--- src/rtl/debounce_btn_multi_if.sv ---
// rtl/debounce_btn_multi_if.sv - button pins and debounced outputs bundle
interface debounce_btn_multi_if #(
    parameter int N_CH = 4
);
    logic [N_CH-1:0] btn_in;
    logic [N_CH-1:0] level;
    logic [N_CH-1:0] press_tick;
    logic [N_CH-1:0] release_tick;
    logic [N_CH-1:0] long_tick;

    modport master (
        output btn_in,
        input  level,
        input  press_tick,
        input  release_tick,
        input  long_tick
    );

    modport slave (
        input  btn_in,
        output level,
        output press_tick,
        output release_tick,
        output long_tick
    );
endinterface

--- src/rtl/debounce_btn_multi.sv ---
// rtl/debounce_btn_multi.sv - multi-channel button debouncer with press/release/long-press ticks
module debounce_btn_multi #(
    parameter int N_CH          = 4,
    parameter int DB_CYCLES     = 1000000,
    parameter int CNT_W         = 20,
    parameter int LONG_CYCLES   = 50000000,
    parameter int REPEAT_EN     = 1,
    parameter int REPEAT_CYCLES = 10000000,
    parameter int HOLD_W        = 26,
    parameter int ACTIVE_LOW    = 0
) (
    input logic                 ckht,
    input logic                 rst_n,
    debounce_btn_multi_if.slave bus
);
    typedef enum logic [1:0] {ZERO, WAIT1, ONE, WAIT0} state_t;

    localparam logic [CNT_W-1:0]  DB_LOAD   = CNT_W'(DB_CYCLES - 1);
    localparam logic [HOLD_W-1:0] LONG_LAST = HOLD_W'(LONG_CYCLES - 1);
    localparam logic [HOLD_W-1:0] REP_LAST  = HOLD_W'(REPEAT_CYCLES - 1);

    logic [N_CH-1:0] pin_pol;
    logic [N_CH-1:0] sync1;
    logic [N_CH-1:0] s;
    logic [N_CH-1:0] level_w;
    logic [N_CH-1:0] press_w;
    logic [N_CH-1:0] release_w;
    logic [N_CH-1:0] long_w;

    // Inverting ahead of the synchroniser keeps the reset value meaning "not pressed".
    assign pin_pol = (ACTIVE_LOW != 0) ? ~bus.btn_in : bus.btn_in;

    always_ff @(posedge ckht or negedge rst_n) begin
        if (!rst_n) begin
            sync1 <= '0;
            s     <= '0;
        end else begin
            sync1 <= pin_pol;
            s     <= sync1;
        end
    end

    for (genvar i = 0; i < N_CH; i++) begin : g_ch
        state_t            state;
        logic [CNT_W-1:0]  cnt;
        logic [HOLD_W-1:0] hold;
        logic              long_done;
        logic              level_q;
        logic              press_q;
        logic              release_q;
        logic              long_q;

        always_ff @(posedge ckht or negedge rst_n) begin
            if (!rst_n) begin
                state     <= ZERO;
                cnt       <= '0;
                hold      <= '0;
                long_done <= 1'b0;
                level_q   <= 1'b0;
                press_q   <= 1'b0;
                release_q <= 1'b0;
                long_q    <= 1'b0;
            end else begin
                press_q   <= 1'b0;
                release_q <= 1'b0;
                long_q    <= 1'b0;
                case (state)
                    ZERO: begin
                        if (s[i]) begin
                            cnt   <= DB_LOAD;
                            state <= WAIT1;
                        end
                    end
                    WAIT1: begin
                        if (!s[i]) begin
                            state <= ZERO;
                        end else if (cnt == '0) begin
                            state     <= ONE;
                            level_q   <= 1'b1;
                            press_q   <= 1'b1;
                            hold      <= '0;
                            long_done <= 1'b0;
                        end else begin
                            cnt <= cnt - 1'b1;
                        end
                    end
                    ONE: begin
                        if (!s[i]) begin
                            cnt   <= DB_LOAD;
                            state <= WAIT0;
                        end else if (!long_done) begin
                            if (hold == LONG_LAST) begin
                                long_q    <= 1'b1;
                                hold      <= '0;
                                long_done <= 1'b1;
                            end else begin
                                hold <= hold + 1'b1;
                            end
                        end else if (REPEAT_EN != 0) begin
                            if (hold == REP_LAST) begin
                                long_q <= 1'b1;
                                hold   <= '0;
                            end else begin
                                hold <= hold + 1'b1;
                            end
                        end
                    end
                    WAIT0: begin
                        // Hold stays frozen here so a release glitch does not advance long-press timing.
                        if (s[i]) begin
                            state <= ONE;
                        end else if (cnt == '0) begin
                            state     <= ZERO;
                            level_q   <= 1'b0;
                            release_q <= 1'b1;
                        end else begin
                            cnt <= cnt - 1'b1;
                        end
                    end
                    default: state <= ZERO;
                endcase
            end
        end

        assign level_w[i]   = level_q;
        assign press_w[i]   = press_q;
        assign release_w[i] = release_q;
        assign long_w[i]    = long_q;
    end

    assign bus.level        = level_w;
    assign bus.press_tick   = press_w;
    assign bus.release_tick = release_w;
    assign bus.long_tick    = long_w;
endmodule
--- src/flat_wrapper.sv ---
// flat-port wrapper written by rule: the top's interface ports become plain ports
module debounce_btn_multi_flat 
#(
    parameter int N_CH          = 4,
    parameter int DB_CYCLES     = 1000000,
    parameter int CNT_W         = 20,
    parameter int LONG_CYCLES   = 50000000,
    parameter int REPEAT_EN     = 1,
    parameter int REPEAT_CYCLES = 10000000,
    parameter int HOLD_W        = 26,
    parameter int ACTIVE_LOW    = 0
)
  (ckht, rst_n, bus_btn_in, bus_level, bus_press_tick, bus_release_tick, bus_long_tick);
  debounce_btn_multi_if #(.N_CH(N_CH)) bus_i ();
  input logic ckht;
  input logic rst_n;
  input wire logic [$bits(bus_i.btn_in)-1:0] bus_btn_in;
  output wire logic [$bits(bus_i.level)-1:0] bus_level;
  output wire logic [$bits(bus_i.press_tick)-1:0] bus_press_tick;
  output wire logic [$bits(bus_i.release_tick)-1:0] bus_release_tick;
  output wire logic [$bits(bus_i.long_tick)-1:0] bus_long_tick;
  assign bus_i.btn_in = bus_btn_in;
  assign bus_level = bus_i.level;
  assign bus_press_tick = bus_i.press_tick;
  assign bus_release_tick = bus_i.release_tick;
  assign bus_long_tick = bus_i.long_tick;
  debounce_btn_multi #(.N_CH(N_CH), .DB_CYCLES(DB_CYCLES), .CNT_W(CNT_W), .LONG_CYCLES(LONG_CYCLES), .REPEAT_EN(REPEAT_EN), .REPEAT_CYCLES(REPEAT_CYCLES), .HOLD_W(HOLD_W), .ACTIVE_LOW(ACTIVE_LOW)) u_core (.ckht(ckht), .rst_n(rst_n), .bus(bus_i));
endmodule
--- config.mk ---
export PLATFORM = sky130hd
export DESIGN_NAME = debounce_btn_multi_flat
export DESIGN_NICKNAME = d
export VERILOG_FILES = /design/src/rtl/debounce_btn_multi_if.sv /design/src/rtl/debounce_btn_multi.sv /design/src/flat_wrapper.sv
export SDC_FILE = /design/constraint.sdc
export NUM_CORES = 1
export LEC_CHECK = 0
export CORE_ASPECT_RATIO = 1.1
export CORE_MARGIN = 3
export CORE_UTILIZATION = 25
export DETAILED_ROUTE_END_ITERATION = 16
export GPL_ROUTABILITY_DRIVEN = 0
export SYNTH_ARGS = -nofsm -noshare
export SYNTH_HDL_FRONTEND = slang
export SYNTH_SLANG_ARGS = --single-unit
--- constraint.sdc ---
create_clock -name ckht -period 4.56 [get_ports ckht]
set_clock_uncertainty 0.1 [all_clocks]
set_input_delay 0.912 -clock ckht [delete_from_list [all_inputs] [get_ports ckht]]
set_output_delay 0.912 -clock ckht [all_outputs]
set_load 0.01 [all_outputs]
==> results_tabular.tex <==
\begin{tabular}{lr}
\hline
Metric & Value \\
\hline
\multicolumn{2}{l}{\textbf{STA}} \\
Setup violations, final & 0 \\
Worst-margin pin slew & 1.017 ns \\
Final count of hold timing violations & 0 \\
Count of final max-slew check failures & 0 \\
Period utilization & approximately two thirds \\
Highest achievable clock rate & 330.5 MHz \\
Rel. slew slack & 31.66\% \\
RSZ-0062 raised after global routing & false \\
Sum of negative setup slack & 0 ns \\
Final Critical Period & 3.026 ns \\
\multicolumn{2}{l}{\textbf{Pwr}} \\
P\_int & roughly 3.3 mW \\
Share of power burned in the clock network & roughly half \\
P per Cell Area & 314.5 mW/mm\^{}2 \\
Reported leakage power & 5.030 nW \\
Reported net switching power & 982.2 uW \\
Overall Power & 4.328 mW \\
Fraction of power spent switching nets & a little under a quarter \\
Sequential group share of total power & 46.4\% \\
Fraction of power consumed by combinational cells & 2.9\% \\
Max IR drop VDD & between 0.2 and 0.25 mV \\
\multicolumn{2}{l}{\textbf{Worst setup path}} \\
Reg-to-Reg Start & u\_core.g\_ch[2].cnt[12]\$\_DFFE\_PN0P\_ \\
Type of element capturing the critical path & register \\
Worst reg2reg endpoint & u\_core.g\_ch[2].hold[9]\$\_DFFE\_PN0P\_ \\
Ordered list of cells on the worst path & nor4\_1 -> nand3\_1 -> nor4\_1 -> a41o\_1 -> a21oi\_1 \\
Max FO, Critical Path & 20 \\
Crit-path most repeated cell & sky130\_fd\_sc\_hd\_\_nor4\_1 \\
Required time at the endpoint of the critical path & 4.84 ns \\
Largest delay share family, worst path & simple AND/OR/NAND/NOR gates \\
Critical path buffer and inverter count & 0 \\
Critical path startpoint category & register \\
Slowest cell on the critical path & sky130\_fd\_sc\_hd\_\_a41o\_1 \\
Category of the most critical setup path & reg -> reg \\
Worst Reg2Reg Path Length in Cells & 5 \\
Reg-to-reg slack, setup & 1.53 ns \\
Arrival time worst endpoint & roughly 3.3 ns \\
Count of cell instances traversed by the critical path & 5 \\
Worst stage delay on the critical path & 0.66 ns \\
\multicolumn{2}{l}{\textbf{CTS}} \\
H-tree levels & 1 \\
Clock tree from TritonCTS & built \\
Clock root buffer master & sky130\_fd\_sc\_hd\_\_clkbuf\_16 \\
Worst-path clk slew & 0.06 ns \\
Number of CTS-inserted buffers & 27 \\
Clock sink count & 220 \\
Hold buffer count at CTS & 0 \\
Clock latency on the worst-skew pair & 0.54 ns \\
Maximum buffer depth of the clock tree & 3 \\
Number of gates resized after cts & 0 \\
Post-CTS setup buffer count & 0 \\
\multicolumn{2}{l}{\textbf{Die}} \\
Initial standard-cell utilization of the core & $\sim$26\% \\
Horiz. Die Dim & about 220 um \\
Total number of placement rows & 83 \\
Die Y-Extent & 236.9 um \\
Count of boundary I/O pins & 22 \\
Core region area & 0.04725 mm\^{}2 \\
Area of the die & $\sim$0.051 mm\^{}2 \\
\multicolumn{2}{l}{\textbf{Yosys}} \\
Post-Syn Nets & approximately 1,300 \\
Post-synth EDFFs & 0 \\
Total of flip-flops plus latches after synthesis & 220 \\
Share of Yosys cell area claimed by the top area cell type & 45.45\% \\
Most numerous cell in the Yosys netlist & sky130\_fd\_sc\_hd\_\_dfrtp\_1 \\
Count of warnings emitted by yosys & 0 \\
Fraction of the yosys area taken by sequential cells & a little under half \\
Post-synthesis cell type with the largest combined area & sky130\_fd\_sc\_hd\_\_dfrtp\_1 \\
Cells taking the most area after synthesis & sky130\_fd\_sc\_hd\_\_dfrtp\_1 (45\%), sky130\_fd\_sc\_hd\_\_a21oi\_1 (4.4\%), sky130\_fd\_sc\_hd\_\_or4\_1 (4.0\%) \\
Cell area after technology mapping & $\sim$0.012 mm\^{}2 \\
Most instantiated flip-flop cell in the synthesis netlist & sky130\_fd\_sc\_hd\_\_dfrtp\_1 \\
Number of distinct library cell variants in the gate-level netlist after synthesis & 80 \\
Mean post-synth cell area & 9.135 um\^{}2 \\
Commonest cells in the netlist & sky130\_fd\_sc\_hd\_\_dfrtp\_1 (220), sky130\_fd\_sc\_hd\_\_a21oi\_1 (107), sky130\_fd\_sc\_hd\_\_nand2\_1 (107) \\
FFs w/ async S/R, synth & 100.0\% \\
Post-Syn Instances & 1,326 \\
\multicolumn{2}{l}{\textbf{Global route}} \\
Total overflow reported by the global router & 0 \\
Vias in the first global route & approximately 9,800 \\
Antenna violations before repair & 0 \\
Maximum number of pins on one net before global-route repair & 112 \\
Global-route wire length before repair & slightly below 50,000 um \\
Total Routing Usage GR & around 11\% \\
\multicolumn{2}{l}{\textbf{Placement}} \\
HPWL after DPL & about 19,000 um \\
Quantity of I/O buffers inserted on ports & 21 \\
\multicolumn{2}{l}{\textbf{Routing}} \\
Detailed Route WL & roughly 29,000 um \\
Pre-Repair DR Iteration Count & 5 \\
DR iter-0 viols & around 710 \\
Vias per cell & about 5.3 \\
Routed length per placed instance & 14.73 um \\
Post-route antenna net violation count & 0 \\
DRC viols & 0 \\
Detailed-route via count & roughly 10,000 \\
\multicolumn{2}{l}{\textbf{Hold path}} \\
Number of cells on the worst hold path & 0 \\
Source of the worst hold timing path & u\_core.sync1[0]\$\_DFF\_PN0\_ \\
Path class of the lowest-slack min-delay path & reg -> reg \\
Worst Hold Path EP & u\_core.s[0]\$\_DFF\_PN0\_ \\
\multicolumn{2}{l}{\textbf{Run status}} \\
Outcome & finished, final reports clean \\
\multicolumn{2}{l}{\textbf{Layout}} \\
Total Nets Final & 1,331 \\
Proportion of layout cells with a drive suffix above 1 & 7.380\% \\
Synthesis-to-layout area growth & 13.62\% \\
Inserted Diodes & 0 \\
\multicolumn{2}{l}{\textbf{Flow run}} \\
Max-cap violations & 0 \\
\hline
\end{tabular}
-- per-layer routing --
| layer | share of wire [%] | up-vias | routed length (um) | GRT usage [%] |
|---|---|---|---|---|
| li1 | - | 5046 | - | - |
| met3 | 3.7 | 41 | 1078 | 1.604 |
| met2 | 49 | 193 | 14130 | 18.85 |
| met1 | 45 | 5045 | 13120 | 14.65 |
| met5 | 0 | - | 0 | 0 |
| met4 | 2.1 | 0 | 613 | 3.365 |
-- state kept, by name (all words and copies together) (netlist names), named ones only --
| signal | cells |
|---|---|
| u_core.s | 4 |
| u_core.g_ch.hold | 104 |
| u_core.sync1 | 4 |
| u_core.g_ch.long_done | 4 |
| u_core.g_ch.cnt | 80 |
| u_core.g_ch.state | 4 |
| u_core.g_ch.long_q | 4 |
| u_core.g_ch.level_q | 4 |
| u_core.g_ch.press_q | 4 |
| u_core.g_ch.release_q | 4 |
-- layout make-up --
class / instances / area, um^2
Clock buffer: 35 / 765.7
Tap cell: 637 / 797.0
Clock inverter: 9 / 120.1
Sequential cell: 220 / 5505
Multi-Input combinational cell: 999 / 6133
Timing Repair Buffer: 34 / 325.3
Fill cell: 4944 / 33490
Inverter: 31 / 116.4
-- placed cells by master (no fill, tap or decap), types with 12 or more instances in the layout --
cell,count
sky130_fd_sc_hd__dfrtp_1,220
sky130_fd_sc_hd__nand2_1,107
sky130_fd_sc_hd__a21oi_1,106
sky130_fd_sc_hd__nand3_1,91
sky130_fd_sc_hd__o21ai_0,88
sky130_fd_sc_hd__or3_1,69
sky130_fd_sc_hd__or4_1,65
sky130_fd_sc_hd__nor2_1,59
sky130_fd_sc_hd__o31ai_1,58
sky130_fd_sc_hd__nand4_1,35
sky130_fd_sc_hd__nor3_1,31
sky130_fd_sc_hd__inv_1,30
sky130_fd_sc_hd__nor4_1,29
sky130_fd_sc_hd__clkbuf_16,27
sky130_fd_sc_hd__and3_1,25
sky130_fd_sc_hd__clkdlybuf4s50_1,20
sky130_fd_sc_hd__and4_1,18
sky130_fd_sc_hd__xor2_1,16
sky130_fd_sc_hd__a31oi_1,15
sky130_fd_sc_hd__or2_2,14
sky130_fd_sc_hd__ha_1,12
sky130_fd_sc_hd__buf_4,12
-- through the flow --
stage / instances / area (um^2) / hold slack [ns] / util [%] / setup slack [ns]
floorplan: 1326 / 12110 / 0.2312 / - / 1.876
global placement: 1921 / 12880 / 0.2336 / 27.25 / 1.705
detailed placement: 1921 / 12880 / 0.2347 / 27.25 / 1.554
CTS: 1965 / 13760 / 0.2464 / 29.13 / 1.559
global route: 1965 / 13760 / 0.2565 / 29.13 / 1.204
finish: 1965 / 13760 / 0.2446 / 29.13 / 1.534
-- cell families (layout without fill, tap and decap cells) --
kind of cell,Yosys count,count (layout),synth area share (%)
AO/OA/AOI/OAI,342,342,17.73
adder cells (fa/ha/maj),12,12,1.240
AND/OR/NAND/NOR,613,613,29.22
buffers and inverters,107,109,3.946
flip-flops,220,220,45.45
multiplexers,7,7,0.6094
XOR/XNOR,25,25,1.808
-- power by group through the flow --
| stage | Clock (mW) | Combinational (mW) | Sequential [mW] |
|---|---|---|---|
| 2_1_floorplan | 0 | 0.0700 | 2.03 |
| 3_3_place_gp | 0 | 0.130 | 2.04 |
| 3_5_place_dp | 0 | 0.133 | 2.04 |
| 4_1_cts | 2.27 | 0.133 | 2.01 |
| 5_1_grt | 2.34 | 0.150 | 2.01 |
| 6_report | 2.19 | 0.127 | 2.01 |
-- worst max-delay path by stage --
| stage | to | startpoint |
|---|---|---|
| detailed placement | u_core.g_ch[2].hold[3]$_DFFE_PN0P_ | u_core.g_ch[2].cnt[12]$_DFFE_PN0P_ |
| global route | u_core.g_ch[2].hold[15]$_DFFE_PN0P_ | u_core.g_ch[2].cnt[12]$_DFFE_PN0P_ |
| finish | u_core.g_ch[2].hold[9]$_DFFE_PN0P_ | u_core.g_ch[2].cnt[12]$_DFFE_PN0P_ |
| floorplan | u_core.g_ch[0].hold[13]$_DFFE_PN0P_ | u_core.g_ch[0].cnt[0]$_DFFE_PN0P_ |
| CTS | u_core.g_ch[2].hold[9]$_DFFE_PN0P_ | u_core.g_ch[2].cnt[12]$_DFFE_PN0P_ |
| global placement | u_core.g_ch[2].hold[3]$_DFFE_PN0P_ | u_core.g_ch[2].cnt[12]$_DFFE_PN0P_ |
No activity file was read; power rests on OpenSTA's default activity.
